--- src/rtl/piso_serializer_pkg.sv ---
// Shared types and defaults for the parallel-in/serial-out transmitter.
// The state encoding is fixed so that SHIFT is the only state with a high bit.
package piso_serializer_pkg;

    typedef enum logic {
        ST_IDLE  = 1'b0,
        ST_SHIFT = 1'b1
    } state_t;

    localparam int DEFAULT_WIDTH = 8;

endpackage

--- src/rtl/piso_bit_counter.sv ---
// Loadable down-counter with a zero flag.
// Tracks how many bits of the current word remain after the one on the wire.
module piso_bit_counter #(
    parameter int CW = 3
) (
    input  logic          clk,
    input  logic          rst,
    input  logic          load,
    input  logic          dec,
    input  logic [CW-1:0] load_val,
    output logic [CW-1:0] count,
    output logic          zero
);

    logic [CW-1:0] count_reg;

    // Load wins over decrement so a back-to-back reload at zero is never lost.
    always_ff @(posedge clk or posedge rst) begin
        if (rst) begin
            count_reg <= '0;
        end else if (load) begin
            count_reg <= load_val;
        end else if (dec) begin
            count_reg <= count_reg - 1'b1;
        end
    end

    assign count = count_reg;
    assign zero  = (count_reg == '0);

endmodule

--- src/rtl/piso_serializer.sv ---
// Parallel-in/serial-out transmitter: accepts a word over valid/ready and
// sends it one bit per clock with frame start/done markers, back-to-back capable.
module piso_serializer
    import piso_serializer_pkg::*;
#(
    parameter int WIDTH     = DEFAULT_WIDTH,
    parameter bit LSB_FIRST = 1'b0
) (
    input  logic             clk,
    input  logic             rst,
    input  logic             load_valid,
    input  logic [WIDTH-1:0] load_data,
    output logic             load_ready,
    output logic             sdo,
    output logic             sdo_bar,
    output logic             sdo_valid,
    output logic             frame_start,
    output logic             done
);

    localparam int CW = $clog2(WIDTH);
    localparam logic [CW-1:0] LAST_CNT = CW'(WIDTH - 1);

    state_t           state_reg;
    logic [WIDTH-1:0] shreg_reg;
    logic [WIDTH-1:0] shreg_shifted;
    logic [CW-1:0]    cnt;
    logic             cnt_zero;
    logic             out_bit;
    logic             accept;
    logic             in_shift;

    assign in_shift   = (state_reg == ST_SHIFT);
    assign load_ready = (state_reg == ST_IDLE) | (in_shift & cnt_zero);
    assign accept     = load_valid & load_ready;

    piso_bit_counter #(
        .CW(CW)
    ) u_bit_counter (
        .clk      (clk),
        .rst      (rst),
        .load     (accept),
        .dec      (in_shift & ~cnt_zero),
        .load_val (LAST_CNT),
        .count    (cnt),
        .zero     (cnt_zero)
    );

    // Output end of the shift register and the matching zero-fill direction.
    generate
        if (LSB_FIRST) begin : g_lsb_first
            assign out_bit       = shreg_reg[0];
            assign shreg_shifted = {1'b0, shreg_reg[WIDTH-1:1]};
        end else begin : g_msb_first
            assign out_bit       = shreg_reg[WIDTH-1];
            assign shreg_shifted = {shreg_reg[WIDTH-2:0], 1'b0};
        end
    endgenerate

    always_ff @(posedge clk or posedge rst) begin
        if (rst) begin
            state_reg <= ST_IDLE;
            shreg_reg <= '0;
        end else if (accept) begin
            state_reg <= ST_SHIFT;
            shreg_reg <= load_data;
        end else if (in_shift) begin
            if (!cnt_zero) begin
                shreg_reg <= shreg_shifted;
            end else begin
                state_reg <= ST_IDLE;
                shreg_reg <= '0;
            end
        end
    end

    assign sdo_valid   = in_shift;
    assign sdo         = in_shift & out_bit;
    assign sdo_bar     = ~sdo;
    assign frame_start = in_shift & (cnt == LAST_CNT);
    assign done        = in_shift & cnt_zero;

endmodule
--- config.mk ---
export PLATFORM = sky130hd
export DESIGN_NAME = piso_serializer
export DESIGN_NICKNAME = d
export VERILOG_FILES = /design/src/rtl/piso_serializer_pkg.sv /design/src/rtl/piso_bit_counter.sv /design/src/rtl/piso_serializer.sv
export SDC_FILE = /design/constraint.sdc
export NUM_CORES = 1
export LEC_CHECK = 0
export ABC_AREA = 0
export BUFFER_PORTS_ARGS = -buffer_cell sky130_fd_sc_hd__buf_2
export CAP_MARGIN = 10
export CORE_UTILIZATION = 43
export CTS_CLUSTER_DIAMETER = 50
export DETAILED_ROUTE_END_ITERATION = 12
export PLACE_DENSITY_LB_ADDON = 0.15
export SETUP_SLACK_MARGIN = 0.15
export SLEW_MARGIN = 20
export SYNTH_ARGS = -nofsm -noshare
export SYNTH_HDL_FRONTEND = slang
export SYNTH_SLANG_ARGS = --single-unit
--- constraint.sdc ---
create_clock -name clk -period 1.5 [get_ports clk]
set_input_delay 0.225 -clock clk [delete_from_list [all_inputs] [get_ports clk]]
set_output_delay 0.225 -clock clk [all_outputs]
set_load 0.1 [all_outputs]
Word level (Yosys, flattened, before mapping)
Index checks and enable logic that the tools add are counted.

operators by class
  $add $sub $neg = 1
  eq/ne operators = 1
  muxes and demuxes = 8
  bitwise gates (word level) = 9
  reductions and logical operators = 3

operators by type and width
  operator               count
  $mux W8                3
  $mux W3                2
  $and A1 B1 Y1          5
  $reduce_bool A2 Y1     2
  $eq A3 B3 Y1 const B   1
  $logic_not A3 Y1       1
  $mux W1                3
  $not A1 Y1             3
  $sub A3 B1 Y3 const B  1
  $or A1 B1 Y1           1

storage, ports and cells
  bits in registers = 12
  input port bits = 11
  output and inout port bits = 6
  logic and storage cells = 25

Longest topological paths before layout
Gate-level depths: netlist of run 1.

  depth after elaboration = 5
  depth in mapped cells = 7
  gate-level depth less buffers = 6

Modules after synthesis
From an unflattened synthesis of run 1, not the netlist that was laid out.

second synthesis, totals
  cells, all modules = 75
  area total of the unflattened synthesis = 772.0 um^2

by module, submodules not included
  module            times used  cells each  area each (um^2)  seq. area each (um^2)
  piso_serializer   1           55          586.8             225.2
  piso_bit_counter  1           20          185.2             75.1

Least setup slack after synthesis of run 1
No wires, ideal clock.

  path type = reg2out
  start = register state_reg (netlist: sdo_valid)
  end = output sdo
  arrival = 2.788 ns
  required time = 1.275 ns
  setup slack = -1.513 ns
  cell stages (with the launch flop) = 3
  path buffers = 0
  path through = dfrtp_1 > nand2_1 > inv_1

between the ends
  longest elaborated chain between the ends = 1

RTL lines
  element                 RTL line               text
  start, declared         piso_serializer.sv:24  state_t state_reg;
  start signal, assigned  piso_serializer.sv:62  state_reg <= ST_IDLE;
  start signal, assigned  piso_serializer.sv:65  state_reg <= ST_SHIFT;
  start signal, assigned  piso_serializer.sv:71  state_reg <= ST_IDLE;
  $and A1 B1 Y1           piso_serializer.sv:78  assign sdo = in_shift & out_bit;
  end, declared           piso_serializer.sv:14  output logic sdo,

No other way between the ends.

Worst setup path after layout of run 1
  start = register u_bit_counter.count_reg[0] (netlist: u_bit_counter.count[0])
  end = output load_ready

between the ends
  longest elaborated chain between the ends = 3

RTL lines
  element                 RTL line                text
  start, declared         piso_bit_counter.sv:15  logic [CW-1:0] count_reg;
  start signal, assigned  piso_bit_counter.sv:22  count_reg <= load_val;
  start signal, assigned  piso_bit_counter.sv:24  count_reg <= count_reg - 1'b1;
  $logic_not A3 Y1        piso_bit_counter.sv:29  assign zero = (count_reg == '0);
  $and A1 B1 Y1           piso_serializer.sv:34   assign load_ready = (state_reg == ST_IDLE) | (in_shift & cnt_zero);
  $or A1 B1 Y1            piso_serializer.sv:34
  end, declared           piso_serializer.sv:13   output logic load_ready,

No other way between the ends.

==> flow_summary_export.csv, run 1 <==
group,metric,value,unit
outcome,status,"finished, violations left",
outcome,violations,"setup timing",
grt,grt_usage,0.2159,
final_layout,diodes,0,
final_layout,area_growth,62.37,%
routing,wl,1368,µm
setup_path,critPathArrivalTime,1.40,ns
final_layout,finalInstanceArea,977.2,µm²
sta,max_freq,615.1,MHz
sta,worst_slack,-0.1259,ns
yosys,synth_area,601.8,µm²
routing,drtIter0Drc,18,
hold_path,holdCritPathClass,"in -> reg",
clocking,cts.root.buffer_cell,"clkbuf_4",
final_layout,final_cells,98,
grt,antenna_found_initial,0,
sta,hold_viol_final,0,
sta,relSlewSlack,0.6918,
final_layout,fin_util,0.7510,
floorplanning,die-area,1553,µm²
setup_path,critPathCaptureType,"output port",
floorplanning,io_pins,17,
sta,finClkSkew,0.004665,ns
routing,ant_nets,0,
grt,grt_pass1_vias,463,
placed_design,preCtsSetupSlack,-0.04886,ns
final_layout,multi_input_area,335.3,µm²
floorplanning,core_area,1301,µm²
yosys,synth-seq-area-share,0.4990,
floorplanning,die_w,39.41,µm
setup_path,worstPathRequired,1.27,ns
yosys,synth_top_area_cell,"dfrtp_1",
yosys,synthDistinctLibCells,20,
setup_path,reg2reg_setup_slack,-0.03,ns
setup_path,slowest_delay,0.39,ns
placed_design,portBuffers,16,
setup_path,slowest_stage,"dfrtp_1",
yosys,syn_inst,54,
placed_design,place_hpwl,881.6,µm
routing,vias_per_cell,5.408,
power,ir_drop,1.502,mV
yosys,ys_warn_count,0,
setup_path,crit_chain,"inv_2 > ha_4 > nand2b_4 > and2_4 > inv_16 > buf_16",
final_layout,final_common_cell,"dfrtp_1",
final_layout,largest_reg_flops,8,
sta,min_period,1.626,ns
sta,tightest_slew,0.4619,ns
grt,gr-total-overflow,0,
setup_path,regToRegEndpoint,"shreg_reg[7]",
power,powerDensity,2293,nW/µm²
sta,rsz0062_at_grt,"true",
yosys,synth-seq-cells,12,
final_layout,nFillCells,95,
sta,period_share,1.084,
clocking,cts_buffers,3,
yosys,ys_top_cells_by_area,"dfrtp_1, a221o_1, and2_1",
final_layout,nets,98,
routing,wire_per_inst,13.96,µm
yosys,syn_nets,68,
floorplanning,start_util,0.4625,
clocking,cts_tree,"done",
setup_path,critPathMaxFanout,3,
grt,grt_max_degree,13,
final_layout,register_area,304.0,µm²
setup_path,crit_family,"flip-flops",
setup_path,crit_type,"reg -> out",
sta,finalSetupViolCount,8,
setup_path,cp-start-kind,"flip-flop",
sta,setup_tns,-0.2907,ns
routing,drc,0,
hold_path,hp-start,"load_data[6]",
power,p_leak,0.0004577,µW
setup_path,worstReg2RegStart,"u_bit_counter.count[0]",
hold_path,min_to,"shreg_reg[6]",
setup_path,cp_num_buf_inv,3,
clocking,clock-sinks,12,
run,max_cap_violations,0,
floorplanning,rows,13,
yosys,synth_top_area_share,0.4990,
placed_design,finalWeightedCongestion,0.6845,
grt,grt_pass1_wl,2125,µm
routing,dr.pass1.iters,4,
clocking,clk_pin_slew,0.08,ns
clocking,h-tree-depth,1,
final_layout,drive_above_1_share,0.5301,
hold_path,holdPathStages,2,
yosys,avgSynthCellArea,11.14,µm²
routing,dr_total_vias,530,
floorplanning,die_y,39.41,µm
placed_design,dp_cells,85,
placed_design,post_dp_cell_area,822.0,µm²
final_layout,mostFrequentLayoutCells,"dfrtp_1, buf_2, buf_4",
setup_path,worstRegToRegCells,6,
clocking,clk_latency,0.28,ns
clocking,cts_buffer_depth,2,
sta,maxSlewViolCount,0,
[power by group]
group	internal, µW	switching [µW]	total, µW
Clock	103	112	215
Sequential	449	103	552
Combinational	653	820	1470
[per-stage QoR]
| step | total power (µW) | hold WS [ns] |
|---|---|---|
| 2_1_floorplan | 1419 | 0.08972 |
| 3_3_place_gp | 1726 | 0.2537 |
| 3_5_place_dp | 1758 | 0.2514 |
| 4_1_cts | 2114 | 0.1716 |
| 5_1_grt | 2362 | 0.1645 |
| 6_report | 2240 | 0.1677 |
[cell usage after synthesis]
| cell type | n |
|---|---|
| a211oi_1 | 2 |
| a21boi_1 | 1 |
| a21oi_1 | 3 |
| a221o_1 | 7 |
| a32o_1 | 1 |
| and2_1 | 7 |
| and2_4 | 1 |
| and3_2 | 1 |
| buf_6 | 1 |
| dfrtp_1 | 12 |
| ha_1 | 3 |
| inv_1 | 5 |
| inv_2 | 1 |
| nand2_1 | 1 |
| nand2b_1 | 1 |
| nand2b_4 | 1 |
| nor2_1 | 3 |
| nor3_1 | 1 |
| o21a_1 | 1 |
| o21ai_0 | 1 |
[metal layers]
layer | global-route usage | vias up | part of all wire
met3 | 0.05114 | 4 | 0.041
li1 | - | 251 | -
met4 | 0.07759 | 0 | 0.013
met5 | 0 | - | 0
met1 | 0.2821 | 257 | 0.46
met2 | 0.3443 | 18 | 0.48
[how the worst max path moves through the flow]
stage                                      start      endpoint  slack (ns)  depth (start not counted)
after global routing      u_bit_counter.count[0]    load_ready       -0.17                          6
final                     u_bit_counter.count[0]    load_ready       -0.13                          6
after detailed placement  u_bit_counter.count[1]  shreg_reg[7]       -0.05                          5
after floorplan                        sdo_valid           sdo       -0.05                          2
after global placement    u_bit_counter.count[1]  shreg_reg[4]        0.01                          5
after CTS                 u_bit_counter.count[1]    load_ready       -0.13                          6
[kinds of logic after synthesis]
group / Yosys count / synth area share
AOI/OAI and AO/OA: 16 / 0.2162
adders and majority gates: 3 / 0.06238
buffers and inverters: 7 / 0.05613
DFF: 12 / 0.4990
and+or+nand+nor: 16 / 0.1663
[what timing repair did]
item,CTS,global route
cloned,0,0
pin swaps,2,2
hold buffers,1,0
resized for setup,6,8
setup endpoints to repair,13,14
hold endpoints to repair,12,0
buffers inserted,5,3
[cell type report]
cell class	count	share of cell area
Tap cell	15	0.01921
Sequential cell	12	0.3111
Clock buffer	4	0.02689
Timing Repair Buffer	26	0.2561
Inverter	6	0.04353
Multi-Input combinational cell	35	0.3432
No activity file was read; power rests on OpenSTA's default activity.
==> run 2, diff against run 1 <==
Settings changed: CORE_UTILIZATION 43 to 24, SKIP_LAST_GASP set to 1.
==> flow_summary_export.csv, run 2 (synthesis gave the netlist of run 1 again) <==
group,metric,value,unit
outcome,status,"finished, violations left",
outcome,violations,"setup timing",
grt,grtUsageMet2,0.1667,
sta,hold_viol_final,0,
hold_path,min_to,"shreg_reg[6]",
power,p_sw_frac,0.4538,
floorplanning,die-area,2712,µm²
clocking,cts_buffer_depth,2,
final_layout,drive_above_1_share,0.5000,
final_layout,nFillCells,221,
sta,maxSlewViolCount,0,
sta,finalSetupViolCount,11,
power,p_sw,997.9,µW
hold_path,holdCritPathClass,"in -> reg",
power,p_comb_frac,0.654,
placed_design,place_hpwl,951.5,µm
routing,ant_nets,0,
routing,drtIter0Drc,6,
sta,tightest_slew,0.4752,ns
routing,drc,0,
grt,gr-max-usage-layer,"met1",
sta,max_freq,615.2,MHz
setup_path,critPathArrivalTime,1.40,ns
run,max_cap_violations,0,
power,powerDensity,2197,nW/µm²
sta,finClkSkew,0.0003954,ns
grt,met1_usage,0.1935,
final_layout,area_growth,66.32,%
grt,use_met3,0.02632,
routing,wl,1426,µm
grt,grt_pass1_vias,490,
setup_path,cp_num_buf_inv,3,
setup_path,crit_chain,"inv_2 > ha_4 > nand2b_4 > and2_4 > inv_16 > buf_16",
setup_path,slowest_delay,0.41,ns
sta,period_share,1.084,
clocking,clk_latency,0.27,ns
sta,worst_slack,-0.1254,ns
hold_path,holdPathStages,2,
routing,dr_total_vias,510,
floorplanning,die_w,52.08,µm
sta,min_period,1.625,ns
floorplanning,rows,17,
final_layout,final_cells,114,
clocking,cts.root.buffer_cell,"clkbuf_4",
grt,gr-total-overflow,0,
clocking,h-tree-depth,1,
setup_path,worstRegToRegCells,8,
setup_path,worstPathRequired,1.27,ns
grt,grt_pass1_wl,2415,µm
placed_design,preCtsSetupSlack,-0.06684,ns
setup_path,cp-start-kind,"flip-flop",
setup_path,reg2reg_setup_slack,-0.03,ns
setup_path,crit_type,"reg -> out",
setup_path,crit_start,"u_bit_counter.count[1]",
routing,vias_per_cell,4.474,
floorplanning,die_y,52.08,µm
setup_path,worstReg2RegStart,"u_bit_counter.count[1]",
grt,grt_max_degree,13,
power,intPower,1201,µW
final_layout,nets,101,
clocking,clock-sinks,12,
clocking,clk_pin_slew,0.07,ns
routing,wire_per_inst,12.51,µm
sta,rsz0062_at_grt,"true",
setup_path,regToRegEndpoint,"shreg_reg[0]",
grt,antenna_found_initial,0,
final_layout,mostFrequentLayoutCells,"dfrtp_1, buf_2, buf_4",
final_layout,diodes,0,
power,p_leak,0.0004769,µW
hold_path,hp-start,"load_data[6]",
clocking,cts_tree,"done",
power,p_seq_frac,0.252,
routing,dr.pass1.iters,4,
floorplanning,io_pins,17,
clocking,cts_buffers,3,
final_layout,final_common_cell,"dfrtp_1",
sta,relSlewSlack,0.6828,
floorplanning,core_area,2297,µm²
placed_design,dp_cells,100,
sta,whs,0.1833,ns
placed_design,finalWeightedCongestion,0.7155,
final_layout,finalInstanceArea,1001,µm²
power,pwr-share-clk,0.094,
setup_path,critPathCaptureType,"output port",
setup_path,slowest_stage,"dfrtp_1",
floorplanning,start_util,0.2620,
setup_path,critPathMaxFanout,3,
final_layout,largest_reg_flops,8,
grt,grt_usage,0.1285,
setup_path,crit_family,"flip-flops",
placed_design,post_dp_cell_area,853.3,µm²
power,ir_drop,1.246,mV
placed_design,portBuffers,16,
final_layout,fin_util,0.4357,
[run 2: worst max-delay path by stage]
stage / cells past startpoint / to
floorplan: 2 / sdo
global placement: 5 / shreg_reg[3]
detailed placement: 5 / shreg_reg[3]
CTS: 6 / load_ready
global route: 6 / load_ready
finish: 6 / load_ready
[run 2: power by group through the flow]
stage	Clock, µW	Combinational [µW]	Sequential, µW
detailed placement	0	1200	558
floorplan	0	837	582
CTS	216	1400	551
finish	207	1440	554
global placement	0	1200	554
global route	236	1530	577
[run 2: per-layer routing]
metal	wire length, µm	share of wire
met1	700	0.49
met2	644	0.45
met3	66	0.046
met4	14	0.0098
met5	0	0
[run 2: what timing repair did]
item	4_1_cts	5_1_grt
hold buffers	1	0
pin swaps	3	2
endpoints found under the setup margin	13	16
gates cloned	0	0
hold endpoints to repair	12	0
buffers inserted	7	2
gates resized for setup	6	2
[run 2: cell type report]
cell class / instances / area, µm² / share of cell area
inverters: 6 / 42.54 / 0.04250
clock buffers: 4 / 26.28 / 0.02625
multi-input cells: 35 / 307.8 / 0.3075
well taps: 28 / 35.03 / 0.03500
flip-flops and latches: 12 / 304.0 / 0.3038
repair buffers: 29 / 285.3 / 0.2850
[run 2: through the flow]
stage	TNS [ns]	total power (µW)
2_1_floorplan	-0.07607	1419
3_3_place_gp	-0.03696	1756
3_5_place_dp	-0.3882	1758
4_1_cts	-0.3440	2166
5_1_grt	-1.029	2343
6_report	-0.4438	2199
==> run 3, diff against run 2 <==
Clock period 1.5 ns to 2.1 ns, I/O delays scaled along.
==> flow_summary_export.csv, run 3 (synthesis gave the netlist of run 1 again) <==
group,metric,value,unit
setup_path,cp_num_buf_inv,3,
routing,vias_per_cell,4.667,
floorplanning,die_y,52.08,µm
placed_design,post_dp_cell_area,748.2,µm²
final_layout,final_common_cell,"buf_2",
setup_path,crit_type,"reg -> out",
placed_design,place_hpwl,918.1,µm
floorplanning,rows,17,
grt,antenna_found_initial,0,
floorplanning,core_area,2297,µm²
final_layout,mostFrequentLayoutCells,"buf_2, dfrtp_1, and2_1, a221o_1, clkbuf_4",
sta,maxSlewViolCount,0,
final_layout,nFillCells,256,
setup_path,slowest_stage,"dfrtp_1",
sta,rsz0062_at_grt,"false",
placed_design,preCtsSetupSlack,0.4779,ns
outcome,status,"finished, final reports clean",
power,powerDensity,1613,nW/µm²
setup_path,critPathCaptureType,"output port",
clocking,h-tree-depth,1,
clocking,clk_pin_slew,0.08,ns
clocking,cts.root.buffer_cell,"clkbuf_4",
setup_path,crit_family,"flip-flops",
clocking,clock-sinks,12,
grt,grt_max_degree,13,
setup_path,slowest_delay,0.41,ns
clocking,cts_buffers,3,
setup_path,crit_chain,"inv_1 > ha_4 > nand2b_4 > and2_4 > inv_2 > buf_12",
final_layout,fin_util,0.3480,
clocking,cts_tree,"done",
floorplanning,io_pins,17,
clocking,cts_buffer_depth,2,
grt,gr-total-overflow,0,
sta,finClkSkew,0.001917,ns
final_layout,finalInstanceArea,799.5,µm²
grt,grt_usage,0.1178,
setup_path,worstPathRequired,1.78,ns
grt,grt_pass1_vias,464,
routing,wl_met1,628,µm
final_layout,area_growth,32.85,%
power,ir_drop,0.7316,mV
power,p_leak,0.0003906,µW
clocking,clk_latency,0.27,ns
sta,finalSetupViolCount,0,
routing,wl,1263,µm
routing,ant_nets,0,
setup_path,critPathMaxFanout,10,
sta,setup_tns,0,ns
final_layout,largest_reg_flops,8,
floorplanning,die-area,2712,µm²
floorplanning,die_w,52.08,µm
sta,min_period,1.838,ns
final_layout,diodes,0,
routing,wire_per_inst,12.38,µm
sta,tightest_slew,0.4842,ns
routing,dr.pass1.iters,2,
sta,max_freq,544.0,MHz
floorplanning,start_util,0.2620,
clocking,ctsHoldBuffers,0,
setup_path,critPathArrivalTime,1.52,ns
routing,drc,0,
placed_design,finalWeightedCongestion,0.6911,
routing,wl_met3,72,µm
setup_path,cp-start-kind,"flip-flop",
routing,drtIter0Drc,13,
routing,wl_met2,551,µm
run,max_cap_violations,0,
final_layout,drive_above_1_share,0.4189,
final_layout,nets,89,
routing,highest_layer,"met4",
sta,period_share,0.8754,
grt,grt_pass1_wl,2201,µm
routing,dr_total_vias,476,
sta,relSlewSlack,0.6794,
hold_path,holdCritPathClass,"in -> async",
placed_design,portBuffers,16,
sta,hold_viol_final,0,
sta,worst_slack,0.2617,ns
run 3: worst paths after layout:
check / startpoint / slack, ns / to / depth (start not counted)
max in group asynchronous: rst / 1.73 / sdo_valid / 2
hold reg to reg: shreg_reg[0] / 0.50 / shreg_reg[0] / 1
min in group clk: load_data[6] / 0.27 / shreg_reg[6] / 2
setup reg to reg: u_bit_counter.count[1] / 0.64 / shreg_reg[2] / 5
setup / recovery: u_bit_counter.count[1] / 0.26 / load_ready / 6
hold / removal: rst / 0.03 / shreg_reg[4] / 2
run 3: repair_timing:
item,4_1_cts,5_1_grt
buffers inserted,0,0
resized for setup,0,4
setup endpoints to repair,0,2
run 3: through the flow:
stage | hold slack [ns] | total power [µW] | cells
after floorplan | 0.1796 | 949.5 | 54
after global placement | 0.3524 | 1084 | 98
after detailed placement | 0.3553 | 1091 | 98
after CTS | 0.05253 | 1278 | 102
after global routing | 0.07027 | 1385 | 102
final | 0.03280 | 1290 | 102
run 3: final cells by class:
type | instances | area (µm²) | share of cell area
tap | 28 | 35.03 | 0.04382
sequential | 12 | 301.5 | 0.3772
multi-input combinational | 35 | 295.3 | 0.3693
clock buffer | 4 | 36.28 | 0.04538
inverter | 6 | 26.28 | 0.03286
timing repair buffer | 17 | 105.1 | 0.1315
run 3: power by group:
part,total (µW),switching (µW),internal (µW)
Sequential,392,72.6,319
Combinational,715,484,232
Clock,183,77.2,105
run 3: routing by layer:
layer,GRT usage,up-vias
met5,0,-
met4,0.04054,0
met1,0.1583,226
li1,-,235
met3,0.04386,2
met2,0.1709,13
